**src/rtl/mux_select_arbiter_if.sv**
```systemverilog
// Requester/arbiter bundle for mux_select_arbiter.
// The arbiter uses the slave modport; the requester side uses master.
interface mux_select_arbiter_if #(
    parameter int N_REQ = 8
);
    logic [N_REQ-1:0] req;
    logic [N_REQ-1:0] done;
    logic [N_REQ-1:0] grant;
    logic [N_REQ-2:0] select;
    logic [2:0]       owner_id;
    logic             busy;
    logic             timeout_err;

    modport master (
        output req, done,
        input  grant, select, owner_id, busy, timeout_err
    );

    modport slave (
        input  req, done,
        output grant, select, owner_id, busy, timeout_err
    );
endinterface

```
**src/rtl/mux_select_arbiter.sv**
```systemverilog
// Round-robin arbiter driving the select vector of an N:1 priority mux.
// Optional forced release after MAX_HOLD cycles: define MUX_ARB_TIMEOUT_EN.
module mux_select_arbiter_chk #(
    parameter int N_REQ = 8
) (
    input logic             clk,
    input logic             reset,
    input logic [N_REQ-1:0] grant,
    input logic [N_REQ-2:0] select,
    input logic             busy
);
    a_grant_onehot0: assert property (@(posedge clk) disable iff (reset) $onehot0(grant));
    a_select_match:  assert property (@(posedge clk) disable iff (reset) select == grant[N_REQ-2:0]);
    a_busy_match:    assert property (@(posedge clk) disable iff (reset) busy == (|grant));
endmodule

module mux_select_arbiter #(
    parameter int N_REQ    = 8,
    parameter int MAX_HOLD = 16,
    parameter int CNT_W    = 5
) (
    input logic                 clk,
    input logic                 reset,
    mux_select_arbiter_if.slave arb_bus
);
    typedef enum logic {IDLE = 1'b0, GRANT = 1'b1} state_t;

    localparam logic [2:0] LAST_IDX = 3'(N_REQ - 1);

    if ((N_REQ < 2) || (N_REQ > 8)) begin : g_bad_n_req
        $error("mux_select_arbiter: N_REQ must be in 2..8");
    end
    if ((2 ** CNT_W) <= MAX_HOLD) begin : g_bad_cnt_w
        $error("mux_select_arbiter: CNT_W too narrow for MAX_HOLD");
    end

    state_t           state_q, state_d;
    logic [N_REQ-1:0] grant_q, grant_d;
    logic [N_REQ-2:0] select_q, select_d;
    logic [2:0]       owner_q, owner_d;
    logic [2:0]       rr_ptr_q, rr_ptr_d;
    logic             busy_q, busy_d;
    logic             tout_q, tout_d;

    logic [3:0]       pick_s;
    logic [2:0]       next_ptr_s;
    logic [N_REQ-1:0] owner_bit_s;
    logic             owner_req_s;
    logic             owner_done_s;
    logic             release_s;
    logic             timeout_s;

    // First set bit of mask at or above start, wrapping; bit 3 flags a hit.
    function automatic logic [3:0] rr_pick(input logic [N_REQ-1:0] mask, input logic [2:0] start);
        logic [3:0] res;
        int         idx;
        logic [2:0] idx3;
        res = 4'b0000;
        for (int k = N_REQ - 1; k >= 0; k--) begin
            idx = int'(start) + k;
            if (idx >= N_REQ) begin
                idx = idx - N_REQ;
            end else begin
                idx = idx;
            end
            idx3 = idx[2:0];
            if (mask[idx3]) begin
                res = {1'b1, idx3};
            end else begin
                res = res;
            end
        end
        return res;
    endfunction

`ifdef MUX_ARB_TIMEOUT_EN
    logic [CNT_W-1:0] hold_cnt_q, hold_cnt_d;

    assign timeout_s = (hold_cnt_q == CNT_W'(MAX_HOLD - 1));

    // Hold counter restarts on every fresh grant, including a regrant out of IDLE.
    always_comb begin
        hold_cnt_d = '0;
        if ((state_d == GRANT) && ((state_q == IDLE) || release_s)) begin
            hold_cnt_d = '0;
        end else if (state_q == GRANT) begin
            hold_cnt_d = hold_cnt_q + CNT_W'(1);
        end else begin
            hold_cnt_d = '0;
        end
    end

    // Hold counter register.
    always_ff @(posedge clk or posedge reset) begin
        if (reset) begin
            hold_cnt_q <= '0;
        end else begin
            hold_cnt_q <= hold_cnt_d;
        end
    end
`else
    assign timeout_s = 1'b0;
`endif

    // Owner bookkeeping used by the release decision.
    always_comb begin
        owner_bit_s          = '0;
        owner_bit_s[owner_q] = 1'b1;
        owner_req_s          = arb_bus.req[owner_q];
        owner_done_s         = arb_bus.done[owner_q];
        next_ptr_s           = (owner_q == LAST_IDX) ? 3'd0 : owner_q + 3'd1;
        release_s            = (state_q == GRANT) && (owner_done_s || !owner_req_s || timeout_s);
    end

    // Next-state and next-output logic for the IDLE/GRANT machine.
    always_comb begin
        state_d  = state_q;
        grant_d  = grant_q;
        owner_d  = owner_q;
        rr_ptr_d = rr_ptr_q;
        busy_d   = busy_q;
        tout_d   = 1'b0;
        pick_s   = 4'b0000;
        case (state_q)
            IDLE: begin
                pick_s = rr_pick(arb_bus.req, rr_ptr_q);
                if (pick_s[3]) begin
                    grant_d            = '0;
                    grant_d[pick_s[2:0]] = 1'b1;
                    owner_d            = pick_s[2:0];
                    busy_d             = 1'b1;
                    state_d            = GRANT;
                end else begin
                    grant_d = '0;
                    owner_d = 3'd0;
                    busy_d  = 1'b0;
                    state_d = IDLE;
                end
            end
            GRANT: begin
                if (release_s) begin
                    // The outgoing owner is masked so a lone re-requester sees one idle bubble.
                    rr_ptr_d = next_ptr_s;
                    tout_d   = timeout_s && owner_req_s && !owner_done_s;
                    pick_s   = rr_pick(arb_bus.req & ~owner_bit_s, next_ptr_s);
                    if (pick_s[3]) begin
                        grant_d              = '0;
                        grant_d[pick_s[2:0]] = 1'b1;
                        owner_d              = pick_s[2:0];
                        busy_d               = 1'b1;
                        state_d              = GRANT;
                    end else begin
                        grant_d = '0;
                        owner_d = 3'd0;
                        busy_d  = 1'b0;
                        state_d = IDLE;
                    end
                end else begin
                    state_d = GRANT;
                end
            end
            default: begin
                state_d  = IDLE;
                grant_d  = '0;
                owner_d  = 3'd0;
                rr_ptr_d = 3'd0;
                busy_d   = 1'b0;
            end
        endcase
        select_d = grant_d[N_REQ-2:0];
    end

    // State and registered outputs.
    always_ff @(posedge clk or posedge reset) begin
        if (reset) begin
            state_q  <= IDLE;
            grant_q  <= '0;
            select_q <= '0;
            owner_q  <= 3'd0;
            rr_ptr_q <= 3'd0;
            busy_q   <= 1'b0;
            tout_q   <= 1'b0;
        end else begin
            state_q  <= state_d;
            grant_q  <= grant_d;
            select_q <= select_d;
            owner_q  <= owner_d;
            rr_ptr_q <= rr_ptr_d;
            busy_q   <= busy_d;
            tout_q   <= tout_d;
        end
    end

    assign arb_bus.grant       = grant_q;
    assign arb_bus.select      = select_q;
    assign arb_bus.owner_id    = owner_q;
    assign arb_bus.busy        = busy_q;
    assign arb_bus.timeout_err = tout_q;

    mux_select_arbiter_chk #(.N_REQ(N_REQ)) u_chk (
        .clk    (clk),
        .reset  (reset),
        .grant  (grant_q),
        .select (select_q),
        .busy   (busy_q)
    );
endmodule
```
**src/flat_wrapper.sv**
```systemverilog
// flat-port wrapper written by rule: the top's interface ports become plain ports
module mux_select_arbiter_flat 
#(
    parameter int N_REQ    = 8,
    parameter int MAX_HOLD = 16,
    parameter int CNT_W    = 5
)
  (clk, reset, arb_bus_req, arb_bus_done, arb_bus_grant, arb_bus_select, arb_bus_owner_id, arb_bus_busy, arb_bus_timeout_err);
  mux_select_arbiter_if #(.N_REQ(N_REQ)) arb_bus_i ();
  input logic clk;
  input logic reset;
  input wire logic [$bits(arb_bus_i.req)-1:0] arb_bus_req;
  input wire logic [$bits(arb_bus_i.done)-1:0] arb_bus_done;
  output wire logic [$bits(arb_bus_i.grant)-1:0] arb_bus_grant;
  output wire logic [$bits(arb_bus_i.select)-1:0] arb_bus_select;
  output wire logic [$bits(arb_bus_i.owner_id)-1:0] arb_bus_owner_id;
  output wire logic [$bits(arb_bus_i.busy)-1:0] arb_bus_busy;
  output wire logic [$bits(arb_bus_i.timeout_err)-1:0] arb_bus_timeout_err;
  assign arb_bus_i.req = arb_bus_req;
  assign arb_bus_i.done = arb_bus_done;
  assign arb_bus_grant = arb_bus_i.grant;
  assign arb_bus_select = arb_bus_i.select;
  assign arb_bus_owner_id = arb_bus_i.owner_id;
  assign arb_bus_busy = arb_bus_i.busy;
  assign arb_bus_timeout_err = arb_bus_i.timeout_err;
  mux_select_arbiter #(.N_REQ(N_REQ), .MAX_HOLD(MAX_HOLD), .CNT_W(CNT_W)) u_core (.clk(clk), .reset(reset), .arb_bus(arb_bus_i));
endmodule
```
**config.mk**
```make
export PLATFORM = sky130hd
export DESIGN_NAME = mux_select_arbiter_flat
export DESIGN_NICKNAME = d
export VERILOG_FILES = /design/src/rtl/mux_select_arbiter_if.sv /design/src/rtl/mux_select_arbiter.sv /design/src/flat_wrapper.sv
export SDC_FILE = /design/constraint.sdc
export NUM_CORES = 1
export LEC_CHECK = 0
export ABC_CLOCK_PERIOD_IN_PS = 3600
export BUFFER_PORTS_ARGS = -buffer_cell sky130_fd_sc_hd__clkbuf_2
export CORE_MARGIN = 1.5
export CORE_UTILIZATION = 60
export DETAILED_ROUTE_END_ITERATION = 10
export PLACE_DENSITY = 0.82
export RECOVER_POWER = 50
export SLEW_MARGIN = 20
export SYNTH_ARGS = -nofsm -noshare
export SYNTH_HDL_FRONTEND = slang
export SYNTH_SLANG_ARGS = --single-unit
```
**constraint.sdc**
```tcl
create_clock -name clk -period 3.6 [get_ports clk]
set_input_delay 0.36 -clock clk [delete_from_list [all_inputs] [get_ports clk]]
set_output_delay 0.36 -clock clk [all_outputs]
set_load 0.01 [all_outputs]
```
==> impl_metrics.prom <==
# TYPE chip_impl_metric gauge
chip_impl_metric{name="drive_gt1_frac",unit=""} 0.263
chip_impl_info{name="crit_path_start",value="u_core.arb_bus.owner_id[1]$_DFFE_PP0P_"} 1
chip_impl_info{name="reg2reg_from",value="u_core.arb_bus.owner_id[1]$_DFFE_PP0P_"} 1
chip_impl_info{name="path_class",value="register to register"} 1
chip_impl_metric{name="detail_route.drc_violations",unit=""} 0
chip_impl_info{name="clock-root-buffer",value="sky130_fd_sc_hd__clkbuf_8"} 1
chip_impl_metric{name="synth_compound_gate_area_share",unit=""} 0.302
chip_impl_info{name="synth_top_family_by_area",value="compound AO/OA/AOI/OAI gates"} 1
chip_impl_metric{name="antenna_found_initial",unit=""} 0
chip_impl_metric{name="min_period",unit="ps"} 3410
chip_impl_metric{name="total_clock_buffers_created_by_cts",unit=""} 3
chip_impl_metric{name="synth_seq_area_share",unit=""} 0.137
chip_impl_info{name="timing.critical_path.from_type",value="register"} 1
chip_impl_metric{name="numPlacedInstances",unit=""} 440
chip_impl_metric{name="worst-endpoint-required",unit="ps"} 3790
chip_impl_info{name="worst_path_dominant_cell_family",value="buffers and inverters"} 1
chip_impl_metric{name="routabilityCongestion",unit=""} 1.06
chip_impl_info{name="run_status",value="finished, final reports clean"} 1
chip_impl_info{name="synth_common_cells",value="sky130_fd_sc_hd__nand2_1 (38), sky130_fd_sc_hd__nor2_1 (32), sky130_fd_sc_hd__o21ai_0 (17), sky130_fd_sc_hd__a21oi_1 (16), sky130_fd_sc_hd__dfrtp_1 (16)"} 1
chip_impl_metric{name="synth-adder-area-share",unit=""} 0.0214
chip_impl_metric{name="num_vias",unit=""} 3003
chip_impl_metric{name="rows",unit=""} 25
chip_impl_metric{name="critPathMaxFanout",unit=""} 14
chip_impl_info{name="synth_area_leader_cell",value="sky130_fd_sc_hd__dfrtp_1"} 1
chip_impl_metric{name="worst_pin_slew",unit="ps"} 634
chip_impl_metric{name="synthesis.yosys.warnings",unit=""} 0
chip_impl_metric{name="groute.usage.overall",unit=""} 0.312
chip_impl_metric{name="final-hold-violation-count",unit=""} 0
chip_impl_metric{name="netlist_instances",unit=""} 351
chip_impl_info{name="grt_setup_unrepaired",value="no"} 1
chip_impl_metric{name="dieArea",unit="µm²"} 5300
chip_impl_info{name="post-synth-top-count-cell",value="sky130_fd_sc_hd__nand2_1"} 1
chip_impl_metric{name="maxCapViolCount",unit=""} 0
chip_impl_metric{name="ant_nets",unit=""} 0
chip_impl_metric{name="area_delta_synth_final",unit="%"} 6.89
chip_impl_metric{name="clock_skew",unit="ps"} 5.19
chip_impl_metric{name="first_global_vias",unit=""} 2744
chip_impl_metric{name="drt_iter0_markers",unit=""} 320
chip_impl_metric{name="asyncSetResetFlopFracSynth",unit=""} 1.00
chip_impl_info{name="worst_setup_path_end_kind",value="register"} 1
chip_impl_metric{name="grt_overflow",unit=""} 0
chip_impl_metric{name="routed_wire_length_per_instance",unit="µm"} 17.8
chip_impl_metric{name="drt-vias-per-instance",unit=""} 6.78
chip_impl_metric{name="critical_path.max_stage_delay",unit="ps"} 390
chip_impl_metric{name="finish.cell_count_without_fillers",unit=""} 443
chip_impl_metric{name="setup_viol",unit=""} 0
chip_impl_info{name="synth.top_cells.by_area",value="sky130_fd_sc_hd__dfrtp_1 (14%), sky130_fd_sc_hd__mux4_2 (8.5%), sky130_fd_sc_hd__nand2_1 (4.9%)"} 1
chip_impl_info{name="ys_dominant_reg_cell",value="sky130_fd_sc_hd__dfrtp_1"} 1
chip_impl_metric{name="totalWireLength",unit="µm"} 7890
chip_impl_metric{name="ctsHtreeMaxLevel",unit=""} 1
chip_impl_metric{name="path_buf_inv",unit=""} 3
chip_impl_metric{name="synth-xor-area-share",unit=""} 0.0150
chip_impl_metric{name="pre_repair_dr_iteration_count",unit=""} 5
chip_impl_metric{name="initial_core_util",unit=""} 0.619
chip_impl_metric{name="place.detailed.hpwl",unit="µm"} 6040
chip_impl_metric{name="post-cts-setup-buffers",unit=""} 0
chip_impl_metric{name="cts-hold-fix-buffers",unit=""} 0
chip_impl_metric{name="layout.nets",unit=""} 401
chip_impl_metric{name="chipWidth",unit="µm"} 72.8
chip_impl_metric{name="synth_largest_type_area_fraction",unit=""} 0.137
chip_impl_metric{name="synth_area_per_cell",unit="µm²"} 8.33
chip_impl_metric{name="syn_nets",unit=""} 374
chip_impl_metric{name="clkSinkCount",unit=""} 16
chip_impl_metric{name="register_bit_count_reported_by_yosys",unit=""} 16
chip_impl_metric{name="finalSetupTns",unit="ps"} 0
chip_impl_metric{name="synth_area",unit="µm²"} 2920
chip_impl_metric{name="design_area",unit="µm²"} 3130
chip_impl_metric{name="synth_edf_count",unit=""} 0
chip_impl_metric{name="die_h",unit="µm"} 72.8
chip_impl_metric{name="clock_transition_at_path_regs",unit="ps"} 60
chip_impl_metric{name="clock_path_buffers",unit=""} 2
chip_impl_metric{name="synthSimpleGateAreaFrac",unit=""} 0.240
chip_impl_metric{name="ctsResizeCount",unit=""} 0
chip_impl_info{name="min-delay-path-class",value="input pin to asynchronous set/reset pin"} 1
chip_impl_metric{name="achievable-frequency",unit="GHz"} 0.293
chip_impl_metric{name="insertedDiodeCount",unit=""} 0
chip_impl_metric{name="grt_max_degree",unit=""} 22
chip_impl_metric{name="timing.final.crit_share",unit=""} 0.947
chip_impl_info{name="worst_path_max_delay_cell",value="sky130_fd_sc_hd__or3_4"} 1
chip_impl_metric{name="finalMaxSlewViolations",unit=""} 0
chip_impl_metric{name="design.portCount",unit=""} 38
chip_impl_metric{name="worst_skew_pair.late_latency",unit="ps"} 250
chip_impl_metric{name="coreArea",unit="µm²"} 4720
chip_impl_metric{name="global_route_wire_length_before_repair",unit="µm"} 13200
chip_impl_info{name="crit_path_cell_trace",value="buf_4, ha_1, buf_4, clkinv_1, mux2i_4, mux2i_2, o31ai_1, a32o_1, or3_4, nor4b_2, o22a_1"} 1
chip_impl_info{name="cts_tree",value="yes"} 1
chip_impl_metric{name="timing.critical_path.arrival",unit="ps"} 3600
chip_impl_metric{name="synth.lib_cells_used.distinct",unit=""} 91
chip_impl_metric{name="slew-limit-headroom",unit=""} 0.576
chip_impl_metric{name="port_buffers",unit=""} 36
chip_impl_metric{name="dpl-instance-area",unit="µm²"} 3090
chip_impl_metric{name="muxShareOfSynthArea",unit=""} 0.199
chip_impl_info{name="critical-path-top-cell-by-count",value="sky130_fd_sc_hd__buf_4"} 1
## worst paths after layout
kind	cells past startpoint	slack, ps	endpoint
worst max-delay path	11	190	u_core.arb_bus.select[4]$_DFFE_PP0P_
worst min register to register	1	510	u_core.arb_bus.busy$_DFFE_PP0P_
max in group asynchronous	2	3050	u_core.arb_bus.grant[7]$_DFFE_PP0P_
worst min-delay path	2	150	u_core.arb_bus.select[5]$_DFFE_PP0P_
worst max register to register	11	190	u_core.arb_bus.select[4]$_DFFE_PP0P_
min in group clk	1	510	u_core.arb_bus.busy$_DFFE_PP0P_
## layout make-up
class / count / area (µm²)
multi-input combinational: 295 / 2280
fill: 418 / 1600
sequential: 16 / 400
timing repair buffer: 50 / 274
tap: 67 / 83.8
inverter: 12 / 45.0
clock buffer: 3 / 41.3
## registers in the layout (all words and copies together), names as in the netlist
name	cells
u_core.arb_bus.busy	1
u_core.arb_bus.grant	1
u_core.arb_bus.owner_id	3
u_core.arb_bus.select	7
u_core.rr_ptr_q	3
u_core.state_q	1
## layer usage
metal	vias to the layer above	track usage	wire length, µm
met4	0	0.128	165
met2	181	0.491	3700
met5	-	0	0
met1	1400	0.433	3360
li1	1405	-	-
met3	17	0.0373	668
## cells in the final DEF (no fill, tap or decap), drive strengths merged, types with 7 or more instances in the layout
master  synthesis  final
a21oi          17     17
clkbuf          6     39
and2            9      9
o311ai          7      7
a31oi           7      7
o21ai          24     24
buf            21     14
inv             8      8
mux2i          18     18
o211ai          7      7
mux4           13     13
dfrtp          16     16
nand2          39     39
nor2           34     34
## cells by family after synthesis
group	Yosys count
and+or+nand+nor	131
AOI/OAI and AO/OA	116
buffers and inverters	40
muxes	37
DFF	16
adders and majority gates	5
xor gates and xnor gates	5
other	1
## through the flow
stage / utilization / worst slack [ps] / hold WS [ps]
final: 0.662 / 190 / 151
after global routing: 0.662 / 23.9 / 213
after CTS: 0.663 / 112 / 173
after detailed placement: 0.654 / 164 / 444
after global placement: 0.654 / 223 / 432
after floorplan: - / 212 / 274
Power is not shown: default switching activity piles up to over one toggle a cycle in this logic, so the estimate is an artifact.
